$ cat src/rtl/multicycle_ctrl_fsm_if.sv
// Instruction-register fields, memory handshake and datapath control strobes
// shared between the multicycle controller and its environment.
interface multicycle_ctrl_fsm_if #(
  parameter int OPW  = 4,
  parameter int FFW  = 4,
  parameter int CNTW = 16
);
  // Handshake: mem_ready is looked at only in FETCH and MEM. An access completes on the
  // rising edge where the controller's strobe (MemRead/MemWrite) and mem_ready are both high;
  // otherwise the strobe is held. A held access that runs too long ends in a bus_error trap.
  logic [OPW-1:0]  opcode;
  logic [FFW-1:0]  func_field;
  logic            mem_ready;
  logic            stall_req;

  logic [1:0]      PCSrc;
  logic [2:0]      ALUOp;
  logic            sign_extend;
  logic            ALUSrcA;
  logic [2:0]      ALUSrcB;
  logic [1:0]      ReadR1;
  logic            ReadR2;
  logic            RegWriteDst;
  logic            MemToReg;
  logic            PCBEqCond;
  logic            PCBNqCond;
  logic            PCWrite;
  logic            MemWrite;
  logic            MemRead;
  logic            IRWrite;
  logic            RegWrite;
  logic            illegal_op;
  logic            bus_error;
  logic [2:0]      state_o;
  logic [CNTW-1:0] retired_count;

  modport master (
    output opcode, func_field, mem_ready, stall_req,
    input  PCSrc, ALUOp, sign_extend, ALUSrcA, ALUSrcB, ReadR1, ReadR2,
           RegWriteDst, MemToReg, PCBEqCond, PCBNqCond, PCWrite, MemWrite,
           MemRead, IRWrite, RegWrite, illegal_op, bus_error, state_o, retired_count
  );

  modport slave (
    input  opcode, func_field, mem_ready, stall_req,
    output PCSrc, ALUOp, sign_extend, ALUSrcA, ALUSrcB, ReadR1, ReadR2,
           RegWriteDst, MemToReg, PCBEqCond, PCBNqCond, PCWrite, MemWrite,
           MemRead, IRWrite, RegWrite, illegal_op, bus_error, state_o, retired_count
  );
endinterface

$ cat src/rtl/multicycle_ctrl_fsm.sv
// Multicycle controller for the 16-bit datapath: FETCH/DECODE/EXEC/MEM/WB sequencing with
// memory wait/timeout, decode stall, illegal-opcode trap and a retired-instruction counter.
module multicycle_ctrl_fsm #(
  parameter int OPW         = 4,
  parameter int FFW         = 4,
  parameter int MEM_TIMEOUT = 15,
  parameter int CNTW        = 16
) (
  input logic                clk,
  input logic                rst,
  multicycle_ctrl_fsm_if.slave bus
);

  typedef enum logic [2:0] {
    FETCH  = 3'd0,
    DECODE = 3'd1,
    EXEC   = 3'd2,
    MEM    = 3'd3,
    WB     = 3'd4,
    TRAP   = 3'd5
  } state_t;

  typedef enum logic [1:0] {
    CAUSE_NONE = 2'd0,
    CAUSE_ILL  = 2'd1,
    CAUSE_BUS  = 2'd2
  } cause_t;

  typedef struct packed {
    logic [1:0] pc_src;
    logic [2:0] alu_op;
    logic       sign_extend;
    logic       alu_src_a;
    logic [2:0] alu_src_b;
    logic [1:0] read_r1;
    logic       read_r2;
    logic       reg_write_dst;
    logic       mem_to_reg;
    logic       pcb_eq_cond;
    logic       pcb_nq_cond;
    logic       pc_write;
    logic       mem_write;
    logic       mem_read;
    logic       ir_write;
    logic       reg_write;
    logic       illegal_op;
    logic       bus_error;
  } ctrl_t;

  localparam logic [7:0] TO_LAST = 8'(MEM_TIMEOUT - 1);

  state_t          state_q, state_d;
  cause_t          cause_q, cause_d;
  logic [7:0]      wait_q, wait_d;
  logic [CNTW-1:0] cnt_q;
  logic            retire;
  ctrl_t           ctrl, ctrl_o;

  // Instruction decode
  logic [OPW-1:0] op;
  logic [FFW-1:0] fn;
  logic [3:0]     op4, fn4;
  logic           op_hi_ok, fn_hi_ok;
  logic           dec_alu, dec_imm, dec_shift, dec_beq, dec_bnq, dec_jmp, dec_lw, dec_sw;
  logic           dec_legal, dec_sext;
  logic [2:0]     dec_alu_op;

  assign op       = bus.opcode;
  assign fn       = bus.func_field;
  assign op4      = op[3:0];
  assign fn4      = fn[3:0];
  assign op_hi_ok = ((op >> 4) == '0);
  assign fn_hi_ok = ((fn >> 4) == '0);

  always_comb begin
    dec_alu    = 1'b0;
    dec_imm    = 1'b0;
    dec_shift  = 1'b0;
    dec_sext   = 1'b0;
    dec_beq    = 1'b0;
    dec_bnq    = 1'b0;
    dec_jmp    = 1'b0;
    dec_lw     = 1'b0;
    dec_sw     = 1'b0;
    dec_alu_op = 3'b000;
    if (op_hi_ok) begin
      case (op4)
        4'b1000: dec_alu = 1'b1;
        4'b1001: begin dec_alu = 1'b1; dec_imm = 1'b1; dec_sext = 1'b1; end
        4'b1010: begin dec_alu = 1'b1; dec_imm = 1'b1; end
        4'b1100: begin dec_alu = 1'b1; dec_alu_op = 3'b001; end
        4'b1101: begin dec_alu = 1'b1; dec_alu_op = 3'b001; dec_imm = 1'b1; dec_sext = 1'b1; end
        4'b1110: begin dec_alu = 1'b1; dec_alu_op = 3'b001; dec_imm = 1'b1; end
        4'b1011: begin dec_alu = 1'b1; dec_alu_op = 3'b010; end
        4'b0111: begin dec_alu = 1'b1; dec_alu_op = 3'b010; dec_imm = 1'b1; end
        4'b1111: begin dec_alu = 1'b1; dec_alu_op = 3'b101; end
        4'b0110: begin dec_alu = 1'b1; dec_alu_op = 3'b101; dec_imm = 1'b1; dec_sext = 1'b1; end
        4'b0100: dec_beq = 1'b1;
        4'b0101: dec_bnq = 1'b1;
        4'b0011: dec_jmp = 1'b1;
        4'b0001: dec_lw  = 1'b1;
        4'b0010: dec_sw  = 1'b1;
        4'b0000: begin
          // Shift group: func_field picks the shift; anything else is illegal
          if (fn_hi_ok) begin
            case (fn4)
              4'd1: begin dec_alu = 1'b1; dec_shift = 1'b1; dec_alu_op = 3'b011; end
              4'd2: begin dec_alu = 1'b1; dec_shift = 1'b1; dec_alu_op = 3'b100; end
              4'd3: begin dec_alu = 1'b1; dec_shift = 1'b1; dec_alu_op = 3'b111; end
              default: ;
            endcase
          end
        end
        default: ;
      endcase
    end
  end

  assign dec_legal = dec_alu | dec_beq | dec_bnq | dec_jmp | dec_lw | dec_sw;

  // Next state and control outputs
  always_comb begin
    state_d = state_q;
    cause_d = cause_q;
    wait_d  = wait_q;
    retire  = 1'b0;
    ctrl    = '0;
    case (state_q)
      FETCH: begin
        ctrl.mem_read  = 1'b1;
        ctrl.alu_src_b = 3'b001;
        if (bus.mem_ready) begin
          ctrl.pc_write = 1'b1;
          ctrl.ir_write = 1'b1;
          state_d       = DECODE;
        end else if (wait_q == TO_LAST) begin
          state_d = TRAP;
          cause_d = CAUSE_BUS;
        end else begin
          wait_d = wait_q + 8'd1;
        end
      end
      DECODE: begin
        if (!bus.stall_req) begin
          if (dec_legal) begin
            state_d = EXEC;
          end else begin
            state_d = TRAP;
            cause_d = CAUSE_ILL;
          end
        end
      end
      EXEC: begin
        if (dec_alu) begin
          ctrl.alu_src_a     = 1'b1;
          ctrl.alu_src_b     = dec_imm ? 3'b010 : (dec_shift ? 3'b101 : 3'b000);
          ctrl.alu_op        = dec_alu_op;
          ctrl.sign_extend   = dec_sext;
          ctrl.read_r1       = dec_imm ? 2'b01 : 2'b00;
          ctrl.reg_write_dst = 1'b1;
          state_d            = WB;
        end else if (dec_beq || dec_bnq) begin
          ctrl.alu_op      = 3'b001;
          ctrl.pc_src      = 2'b01;
          ctrl.pcb_eq_cond = dec_beq;
          ctrl.pcb_nq_cond = dec_bnq;
          state_d          = FETCH;
          retire           = 1'b1;
        end else if (dec_jmp) begin
          ctrl.alu_src_b = 3'b100;
          ctrl.pc_write  = 1'b1;
          state_d        = FETCH;
          retire         = 1'b1;
        end else if (dec_lw || dec_sw) begin
          ctrl.alu_src_b   = 3'b011;
          ctrl.sign_extend = 1'b1;
          ctrl.read_r1     = 2'b10;
          ctrl.read_r2     = 1'b1;
          state_d          = MEM;
        end else begin
          state_d = FETCH;
        end
      end
      MEM: begin
        ctrl.mem_read  = dec_lw;
        ctrl.mem_write = dec_sw;
        ctrl.read_r2   = dec_sw;
        if (bus.mem_ready) begin
          state_d = dec_lw ? WB : FETCH;
          retire  = !dec_lw;
        end else if (wait_q == TO_LAST) begin
          state_d = TRAP;
          cause_d = CAUSE_BUS;
        end else begin
          wait_d = wait_q + 8'd1;
        end
      end
      WB: begin
        ctrl.reg_write     = 1'b1;
        ctrl.reg_write_dst = 1'b1;
        ctrl.mem_to_reg    = dec_lw;
        state_d            = FETCH;
        retire             = 1'b1;
      end
      TRAP: begin
        ctrl.pc_src     = 2'b10;
        ctrl.pc_write   = 1'b1;
        ctrl.illegal_op = (cause_q == CAUSE_ILL);
        ctrl.bus_error  = (cause_q == CAUSE_BUS);
        cause_d         = CAUSE_NONE;
        state_d         = FETCH;
      end
      default: state_d = FETCH;
    endcase
    // Every state change starts a fresh wait window for the next access
    if (state_d != state_q) wait_d = '0;
  end

  always_ff @(posedge clk or posedge rst) begin
    if (rst) begin
      state_q <= FETCH;
      cause_q <= CAUSE_NONE;
      wait_q  <= '0;
      cnt_q   <= '0;
    end else begin
      state_q <= state_d;
      cause_q <= cause_d;
      wait_q  <= wait_d;
      if (retire) cnt_q <= cnt_q + CNTW'(1);
    end
  end

  // Outputs forced quiet for the whole time reset is held, not just from the next edge
  assign ctrl_o = rst ? '0 : ctrl;

  assign bus.PCSrc         = ctrl_o.pc_src;
  assign bus.ALUOp         = ctrl_o.alu_op;
  assign bus.sign_extend   = ctrl_o.sign_extend;
  assign bus.ALUSrcA       = ctrl_o.alu_src_a;
  assign bus.ALUSrcB       = ctrl_o.alu_src_b;
  assign bus.ReadR1        = ctrl_o.read_r1;
  assign bus.ReadR2        = ctrl_o.read_r2;
  assign bus.RegWriteDst   = ctrl_o.reg_write_dst;
  assign bus.MemToReg      = ctrl_o.mem_to_reg;
  assign bus.PCBEqCond     = ctrl_o.pcb_eq_cond;
  assign bus.PCBNqCond     = ctrl_o.pcb_nq_cond;
  assign bus.PCWrite       = ctrl_o.pc_write;
  assign bus.MemWrite      = ctrl_o.mem_write;
  assign bus.MemRead       = ctrl_o.mem_read;
  assign bus.IRWrite       = ctrl_o.ir_write;
  assign bus.RegWrite      = ctrl_o.reg_write;
  assign bus.illegal_op    = ctrl_o.illegal_op;
  assign bus.bus_error     = ctrl_o.bus_error;
  assign bus.state_o       = rst ? 3'd0 : state_q;
  assign bus.retired_count = cnt_q;

endmodule

$ cat src/flat_wrapper.sv
// flat-port wrapper written by rule: the top's interface ports become plain ports
module multicycle_ctrl_fsm_flat 
#(
  parameter int OPW         = 4,
  parameter int FFW         = 4,
  parameter int MEM_TIMEOUT = 15,
  parameter int CNTW        = 16
)
  (clk, rst, bus_opcode, bus_func_field, bus_mem_ready, bus_stall_req, bus_PCSrc, bus_ALUOp, bus_sign_extend, bus_ALUSrcA, bus_ALUSrcB, bus_ReadR1, bus_ReadR2, bus_RegWriteDst, bus_MemToReg, bus_PCBEqCond, bus_PCBNqCond, bus_PCWrite, bus_MemWrite, bus_MemRead, bus_IRWrite, bus_RegWrite, bus_illegal_op, bus_bus_error, bus_state_o, bus_retired_count);
  multicycle_ctrl_fsm_if #(.OPW(OPW), .FFW(FFW), .CNTW(CNTW)) bus_i ();
  input logic clk;
  input logic rst;
  input wire logic [$bits(bus_i.opcode)-1:0] bus_opcode;
  input wire logic [$bits(bus_i.func_field)-1:0] bus_func_field;
  input wire logic [$bits(bus_i.mem_ready)-1:0] bus_mem_ready;
  input wire logic [$bits(bus_i.stall_req)-1:0] bus_stall_req;
  output wire logic [$bits(bus_i.PCSrc)-1:0] bus_PCSrc;
  output wire logic [$bits(bus_i.ALUOp)-1:0] bus_ALUOp;
  output wire logic [$bits(bus_i.sign_extend)-1:0] bus_sign_extend;
  output wire logic [$bits(bus_i.ALUSrcA)-1:0] bus_ALUSrcA;
  output wire logic [$bits(bus_i.ALUSrcB)-1:0] bus_ALUSrcB;
  output wire logic [$bits(bus_i.ReadR1)-1:0] bus_ReadR1;
  output wire logic [$bits(bus_i.ReadR2)-1:0] bus_ReadR2;
  output wire logic [$bits(bus_i.RegWriteDst)-1:0] bus_RegWriteDst;
  output wire logic [$bits(bus_i.MemToReg)-1:0] bus_MemToReg;
  output wire logic [$bits(bus_i.PCBEqCond)-1:0] bus_PCBEqCond;
  output wire logic [$bits(bus_i.PCBNqCond)-1:0] bus_PCBNqCond;
  output wire logic [$bits(bus_i.PCWrite)-1:0] bus_PCWrite;
  output wire logic [$bits(bus_i.MemWrite)-1:0] bus_MemWrite;
  output wire logic [$bits(bus_i.MemRead)-1:0] bus_MemRead;
  output wire logic [$bits(bus_i.IRWrite)-1:0] bus_IRWrite;
  output wire logic [$bits(bus_i.RegWrite)-1:0] bus_RegWrite;
  output wire logic [$bits(bus_i.illegal_op)-1:0] bus_illegal_op;
  output wire logic [$bits(bus_i.bus_error)-1:0] bus_bus_error;
  output wire logic [$bits(bus_i.state_o)-1:0] bus_state_o;
  output wire logic [$bits(bus_i.retired_count)-1:0] bus_retired_count;
  assign bus_i.opcode = bus_opcode;
  assign bus_i.func_field = bus_func_field;
  assign bus_i.mem_ready = bus_mem_ready;
  assign bus_i.stall_req = bus_stall_req;
  assign bus_PCSrc = bus_i.PCSrc;
  assign bus_ALUOp = bus_i.ALUOp;
  assign bus_sign_extend = bus_i.sign_extend;
  assign bus_ALUSrcA = bus_i.ALUSrcA;
  assign bus_ALUSrcB = bus_i.ALUSrcB;
  assign bus_ReadR1 = bus_i.ReadR1;
  assign bus_ReadR2 = bus_i.ReadR2;
  assign bus_RegWriteDst = bus_i.RegWriteDst;
  assign bus_MemToReg = bus_i.MemToReg;
  assign bus_PCBEqCond = bus_i.PCBEqCond;
  assign bus_PCBNqCond = bus_i.PCBNqCond;
  assign bus_PCWrite = bus_i.PCWrite;
  assign bus_MemWrite = bus_i.MemWrite;
  assign bus_MemRead = bus_i.MemRead;
  assign bus_IRWrite = bus_i.IRWrite;
  assign bus_RegWrite = bus_i.RegWrite;
  assign bus_illegal_op = bus_i.illegal_op;
  assign bus_bus_error = bus_i.bus_error;
  assign bus_state_o = bus_i.state_o;
  assign bus_retired_count = bus_i.retired_count;
  multicycle_ctrl_fsm #(.OPW(OPW), .FFW(FFW), .MEM_TIMEOUT(MEM_TIMEOUT), .CNTW(CNTW)) u_core (.clk(clk), .rst(rst), .bus(bus_i));
endmodule
$ cat config.mk
export PLATFORM = sky130hd
export DESIGN_NAME = multicycle_ctrl_fsm_flat
export DESIGN_NICKNAME = d
export VERILOG_FILES = /design/src/rtl/multicycle_ctrl_fsm_if.sv /design/src/rtl/multicycle_ctrl_fsm.sv /design/src/flat_wrapper.sv
export SDC_FILE = /design/constraint.sdc
export NUM_CORES = 1
export LEC_CHECK = 0
export BUFFER_PORTS_ARGS = -buffer_cell sky130_fd_sc_hd__buf_2
export CAP_MARGIN = 5
export CORE_MARGIN = 1
export CORE_UTILIZATION = 40
export CTS_CLUSTER_SIZE = 20
export DETAILED_ROUTE_END_ITERATION = 10
export PLACE_DENSITY = 0.73
export SKIP_CTS_REPAIR_TIMING = 1
export SYNTH_ARGS = -nofsm -noshare
export SYNTH_HDL_FRONTEND = slang
export SYNTH_SLANG_ARGS = --single-unit
$ cat constraint.sdc
create_clock -name clk -period 5 [get_ports clk]
set_input_delay 0.75 -clock clk [delete_from_list [all_inputs] [get_ports clk]]
set_output_delay 0.75 -clock clk [all_outputs]
set_load 0.005 [all_outputs]
# Word-level counts from Yosys, hierarchy flattened
# Cells that the tools add are included.
[word_totals]
ff_bits = 29
in_bits = 12
wordCells = 134
[op_classes]
add_sub_neg = 2
n_eq_ne = 33
mux = 73
bitwise = 5
n_reduce_logical = 17
[ops]
columns = ["operator", "n"]
rows = [
  ["$mux 3", 14],
  ["$eq 4x4->1 const B", 8],
  ["$mux 8", 4],
  ["$mux 1", 25],
  ["$mux 24", 1],
  ["$pmux 3 s4", 2],
  ["$mux 2", 11],
  ["$add 16x1->16 const B", 1],
  ["$eq 4x2->1 const B", 4],
  ["$eq 4x3->1 const B", 4],
  ["$mux 5", 3],
  ["$reduce_or 10->1", 1],
  ["$pmux 3 s3", 1],
  ["$reduce_or 3->1", 3],
  ["$add 8x1->8 const B", 1],
  ["$eq 4x1->1 const B", 2],
  ["$eq 8x4->1 const B", 1],
  ["$mux 4", 2],
  ["$ne 2x2->1 const B", 4],
  ["$pmux 1 s2", 4],
  ["$eq 3x2->1 const B", 2],
  ["$eq 3x3->1 const B", 2],
  ["$mux 6", 1],
  ["$pmux 1 s3", 2],
  ["19 further kinds", 27],
]

# Logic depth before layout (Yosys ltp)
[depth]
word_depth = 15
ltp_mapped = 7
ltp_nobuf = 6

# Worst setup path after synthesis
# Ideal clock, no wire load.
[synth_path]
path_type = "input to output"
startpoint = "input bus_opcode[0]"
endpoint = "output bus_ALUOp[0]"
t_arrival_ns = 1.818
required_ns = 4.250
setup_slack_ns = 2.432
path_stages = 5
cell_sequence = "clkbuf_1 > nor4_1 > nor3b_1 > nand2_1 > a21oi_1"
[synth_via]
elab_chain_cells = 7
[synth_rtl]
columns = ["item", "line", "source"]
rows = [
  ["from (decl)", "flat_wrapper.sv:13", "input wire logic [$bits(bus_i.opcode)-1:0] bus_opcode;"],
  ["branches (longest 4 deep; another with $reduce_or 10->1)", "--", ""],
  ["$mux 4 (*)", "multicycle_ctrl_fsm.sv:154", "if (dec_alu) begin"],
  ["$mux 5 (*)", "multicycle_ctrl_fsm.sv:128", "case (state_q)"],
  ["$mux 24 (*)", "multicycle_ctrl_fsm.sv:234", "assign ctrl_o = rst ? '0 : ctrl;"],
  ["to (decl)", "flat_wrapper.sv:18", "output wire logic [$bits(bus_i.ALUOp)-1:0] bus_ALUOp;"],
]
# Every way passes the cells marked *.

# Worst setup path after layout
[layout_path]
startpoint = "input bus_opcode[1]"
endpoint = "output bus_ALUOp[1]"
[layout_via]
elab_chain_cells = 6
[layout_rtl]
columns = ["item", "line", "source"]
rows = [
  ["$eq 4x4->1 / $eq 4x3->1 (equally long branches)", "multicycle_ctrl_fsm.sv:87", "case (op4)"],
  ["$reduce_or 10->1 (no line), or another cell as far along", "--", ""],
  ["$pmux 1 s2 / $pmux 3 s4 (equally long branches)", "multicycle_ctrl_fsm.sv:87", ""],
  ["$mux 4 (*)", "multicycle_ctrl_fsm.sv:154", ""],
  ["$mux 5 (*)", "multicycle_ctrl_fsm.sv:128", ""],
  ["$mux 24 (*)", "multicycle_ctrl_fsm.sv:234", ""],
]
# Every way passes the cells marked *; elsewhere a longest branch is shown, timed or not.

==> results.tsv <==
metric	value	unit
critPathMostFrequentCell	sky130_fd_sc_hd__buf_2	
timing.critical_path.to_type	primary output	
place_inst	338	
setup_repair_after_global_routing_missed_its_margin	false	
clock_sinks	29	
die-area	5210	µm²
power.share.clock	0.281	
dp_hpwl	3190	µm
final.setup.tns	0	ns
tritoncts	yes	
r2r_end	u_core.bus.retired_count[12]	
clk_latency	0.28	ns
chipHeight	72.2	µm
drtPass1Iterations	4	
worstHoldPathCells	1	
floorplan_core_area	4720	µm²
drv.max_cap_violation_count	0	
count_of_yosys_warnings_during_synthesis	0	
detailedPlace.worstSlack	2.19	ns
start_util	0.417	
initialDrtViolationCount	84	
crit_slowest_cell	sky130_fd_sc_hd__nor4_1	
post_synth_num_cell_types	48	
r2r.worst_path.cells	5	
pin_count	55	
timing.final.setup_violations	0	
worst_endpoint_required_time	4.25	ns
synth_async_sr_flop_share	1.00	
holdPathEnd	u_core.bus.retired_count[15]	
grt_first_pass_wirelength	7270	µm
post_route_drc	0	
detailed_place.area	2250	µm²
drive_above_1_share	0.269	
wl_per_cell	12.5	µm
comb_power_share	0.339	
max_clock_freq	0.352	GHz
cp_slowest_stage_delay	0.44	ns
hold_start	u_core.bus.retired_count[15]	
leakage_component_of_the_power	0.00115	µW
chipWidth	72.2	µm
detail_route.wirelength	4320	µm
layout.cell_area.non_filler	2380	µm²
ctsHtreeMaxLevel	2	
via_count	1811	
final.min_clock_period	2.84	ns
detail_route.vias_per_cell	5.23	
slew-limit-headroom	0.309	
synth.yosys.seq_area_share	0.368	
primary_ff_master_synth	sky130_fd_sc_hd__dfrtp_1	
number_of_antenna_violations_at_the_first_check_in_global_routing	0	
period_share	0.568	
worst_ir_drop_vdd	203	µV
port-buffer-count	54	
nFillCells	461	
critical_path.max_fanout	15	
layoutNonFillerInstCount	346	
post-synth-top-count-cell	sky130_fd_sc_hd__nor2_1	
worst_slew_pin_slew	1.04	ns
clk_root_buffer_cell	sky130_fd_sc_hd__clkbuf_8	
fin_ws	2.16	ns
worstPathArrival	2.09	ns
seq_power_share	0.380	
edff_count_synth	0	
clkSlewWorstSetupHoldPaths	0.06	ns
syn_area	1970	µm²
count_of_antenna_diodes_in_the_layout	0	
hold_path_class	register to register	
routability_cong	0.840	
number_of_global_route_vias_before_repair	1620	
synthTopCellsByCount	sky130_fd_sc_hd__nor2_1 (35), sky130_fd_sc_hd__dfrtp_1 (29), sky130_fd_sc_hd__nand2_1 (22), sky130_fd_sc_hd__xor2_1 (21), sky130_fd_sc_hd__nand4_1 (10)	
synth.area.top_cells	sky130_fd_sc_hd__dfrtp_1 (37%), sky130_fd_sc_hd__xor2_1 (9.3%), sky130_fd_sc_hd__nor2_1 (6.7%)	
final_max_slew_viol_count	0	
dominant_cell_type_by_area_after_synthesis	sky130_fd_sc_hd__dfrtp_1	
netlist_instances	228	
cp-start-kind	input port	
flip_flop_and_latch_count_after_synthesis	29	
worst-r2r-setup-slack	3.05	ns
worst_hold_margin	0.459	ns
cp_cell_sequence	buf_2 -> nor4_1 -> nor3b_1 -> nand2_1 -> a21oi_1 -> buf_2	
rr_startpoint	u_core.state_q[1]	
power_per_cell_area	428	nW/µm²
yosys.area.top_type_share	0.368	
swShare	0.376	
design.final.nets	293	
ctsLongestPathBuffers	2	
groute.usage.overall	0.175	
fp-row-count	25	
cts-buffers-inserted	5	
overflow	0	
area_growth_syn_to_layout	20.8	%
crit_type	input port to primary output	
antenna_left	0	
syn_avg_cell_area	8.65	µm²
power.internal	637	µW
finClkSkew	0.00828	ns
run_status	finished clean	
synth_fp_nets	243	
largest_net_degree_at_the_start_of_global_routing	30	
switching_power	383	µW
final_hold_viol_count	0	
==> per-stage QoR <==
step	util	total power, µW
2_1_floorplan	-	644
3_3_place_gp	0.476	730
3_5_place_dp	0.476	737
4_1_cts	0.504	1030
5_1_grt	0.504	1100
6_report	0.504	1020
==> worst max-delay path, delay by kind of cell <==
family | cells | cell delay, ns
compound gates | 1 | 0.14
buf+inv | 2 | 0.31
simple gates | 3 | 0.88
==> registers in the layout (all words and copies together), names as in the netlist <==
| register | flops |
|---|---|
| u_core.state_q | 3 |
| u_core.bus.retired_count | 16 |
| u_core.wait_q | 8 |
| u_core.cause_q | 2 |
==> power by group through the flow <==
stage,clock network (µW),logic (µW),registers [µW]
floorplan,0,304,340
global placement,0,343,387
detailed placement,0,347,390
CTS,293,349,386
global route,306,391,401
finish,286,346,388
==> worst max path at each step <==
stage / start / to / cells past startpoint
after floorplan: bus_opcode[0] / bus_ALUOp[0] / 5
after global placement: bus_opcode[3] / bus_ALUSrcB[0] / 6
after detailed placement: bus_opcode[1] / bus_ALUOp[1] / 6
after CTS: u_core.state_q[1] / bus_ALUSrcB[2] / 5
after global routing: u_core.state_q[1] / bus_ALUSrcB[2] / 5
final: bus_opcode[1] / bus_ALUOp[1] / 6
==> final cells by class <==
type,instances,area [µm²],area share
multi-input cells,181,1140,0.480
flip-flops and latches,29,726,0.305
repair buffers,54,270,0.113
well taps,67,83.8,0.0352
clock buffers,5,68.8,0.0289
clock inverters,3,65.1,0.0273
inverters,7,26.3,0.0110
==> logic make-up (layout without fill, tap and decap cells) <==
family / after synthesis / after routing / synth area share
AO/OA/AOI/OAI: 29 / 29 / 0.0996
XOR/XNOR: 24 / 24 / 0.107
adder cells (fa/ha/maj): 3 / 3 / 0.0190
buffers and inverters: 18 / 69 / 0.0527
flip-flops: 29 / 29 / 0.368
multiplexers: 1 / 1 / 0.00761
AND/OR/NAND/NOR: 124 / 124 / 0.346
==> metal layers <==
| layer | vias to the layer above | part of all wire | GRT usage | wire [µm] |
|---|---|---|---|---|
| li1 | 896 | - | - | - |
| met1 | 866 | 0.48 | 0.232 | 2060 |
| met2 | 49 | 0.48 | 0.293 | 2060 |
| met3 | 0 | 0.047 | 0.0542 | 202 |
| met4 | 0 | 0 | 0.0131 | 0 |
| met5 | - | 0 | 0 | 0 |
==> cells in the final DEF, fill, tap and decap left out, types with 2 or more instances in the layout <==
master | netlist | layout
sky130_fd_sc_hd__buf_2 | 2 | 54
sky130_fd_sc_hd__nor2_1 | 35 | 35
sky130_fd_sc_hd__dfrtp_1 | 29 | 29
sky130_fd_sc_hd__nand2_1 | 22 | 22
sky130_fd_sc_hd__xor2_1 | 21 | 21
sky130_fd_sc_hd__nand4_1 | 10 | 10
sky130_fd_sc_hd__nor3b_1 | 9 | 9
sky130_fd_sc_hd__nand3_1 | 9 | 9
sky130_fd_sc_hd__a21oi_1 | 8 | 8
sky130_fd_sc_hd__o21ai_0 | 8 | 8
sky130_fd_sc_hd__inv_1 | 7 | 7
sky130_fd_sc_hd__nor3_1 | 6 | 6
sky130_fd_sc_hd__and3_1 | 5 | 5
sky130_fd_sc_hd__clkbuf_8 | 0 | 5
sky130_fd_sc_hd__and2_1 | 4 | 4
sky130_fd_sc_hd__nor4_1 | 4 | 4
sky130_fd_sc_hd__nor2b_1 | 4 | 4
sky130_fd_sc_hd__xnor2_1 | 3 | 3
sky130_fd_sc_hd__nand2b_1 | 3 | 3
sky130_fd_sc_hd__ha_1 | 3 | 3
sky130_fd_sc_hd__nor3_2 | 2 | 2
sky130_fd_sc_hd__a22oi_1 | 2 | 2
sky130_fd_sc_hd__bufinv_16 | 0 | 2
No activity file was read; power rests on OpenSTA's default activity.
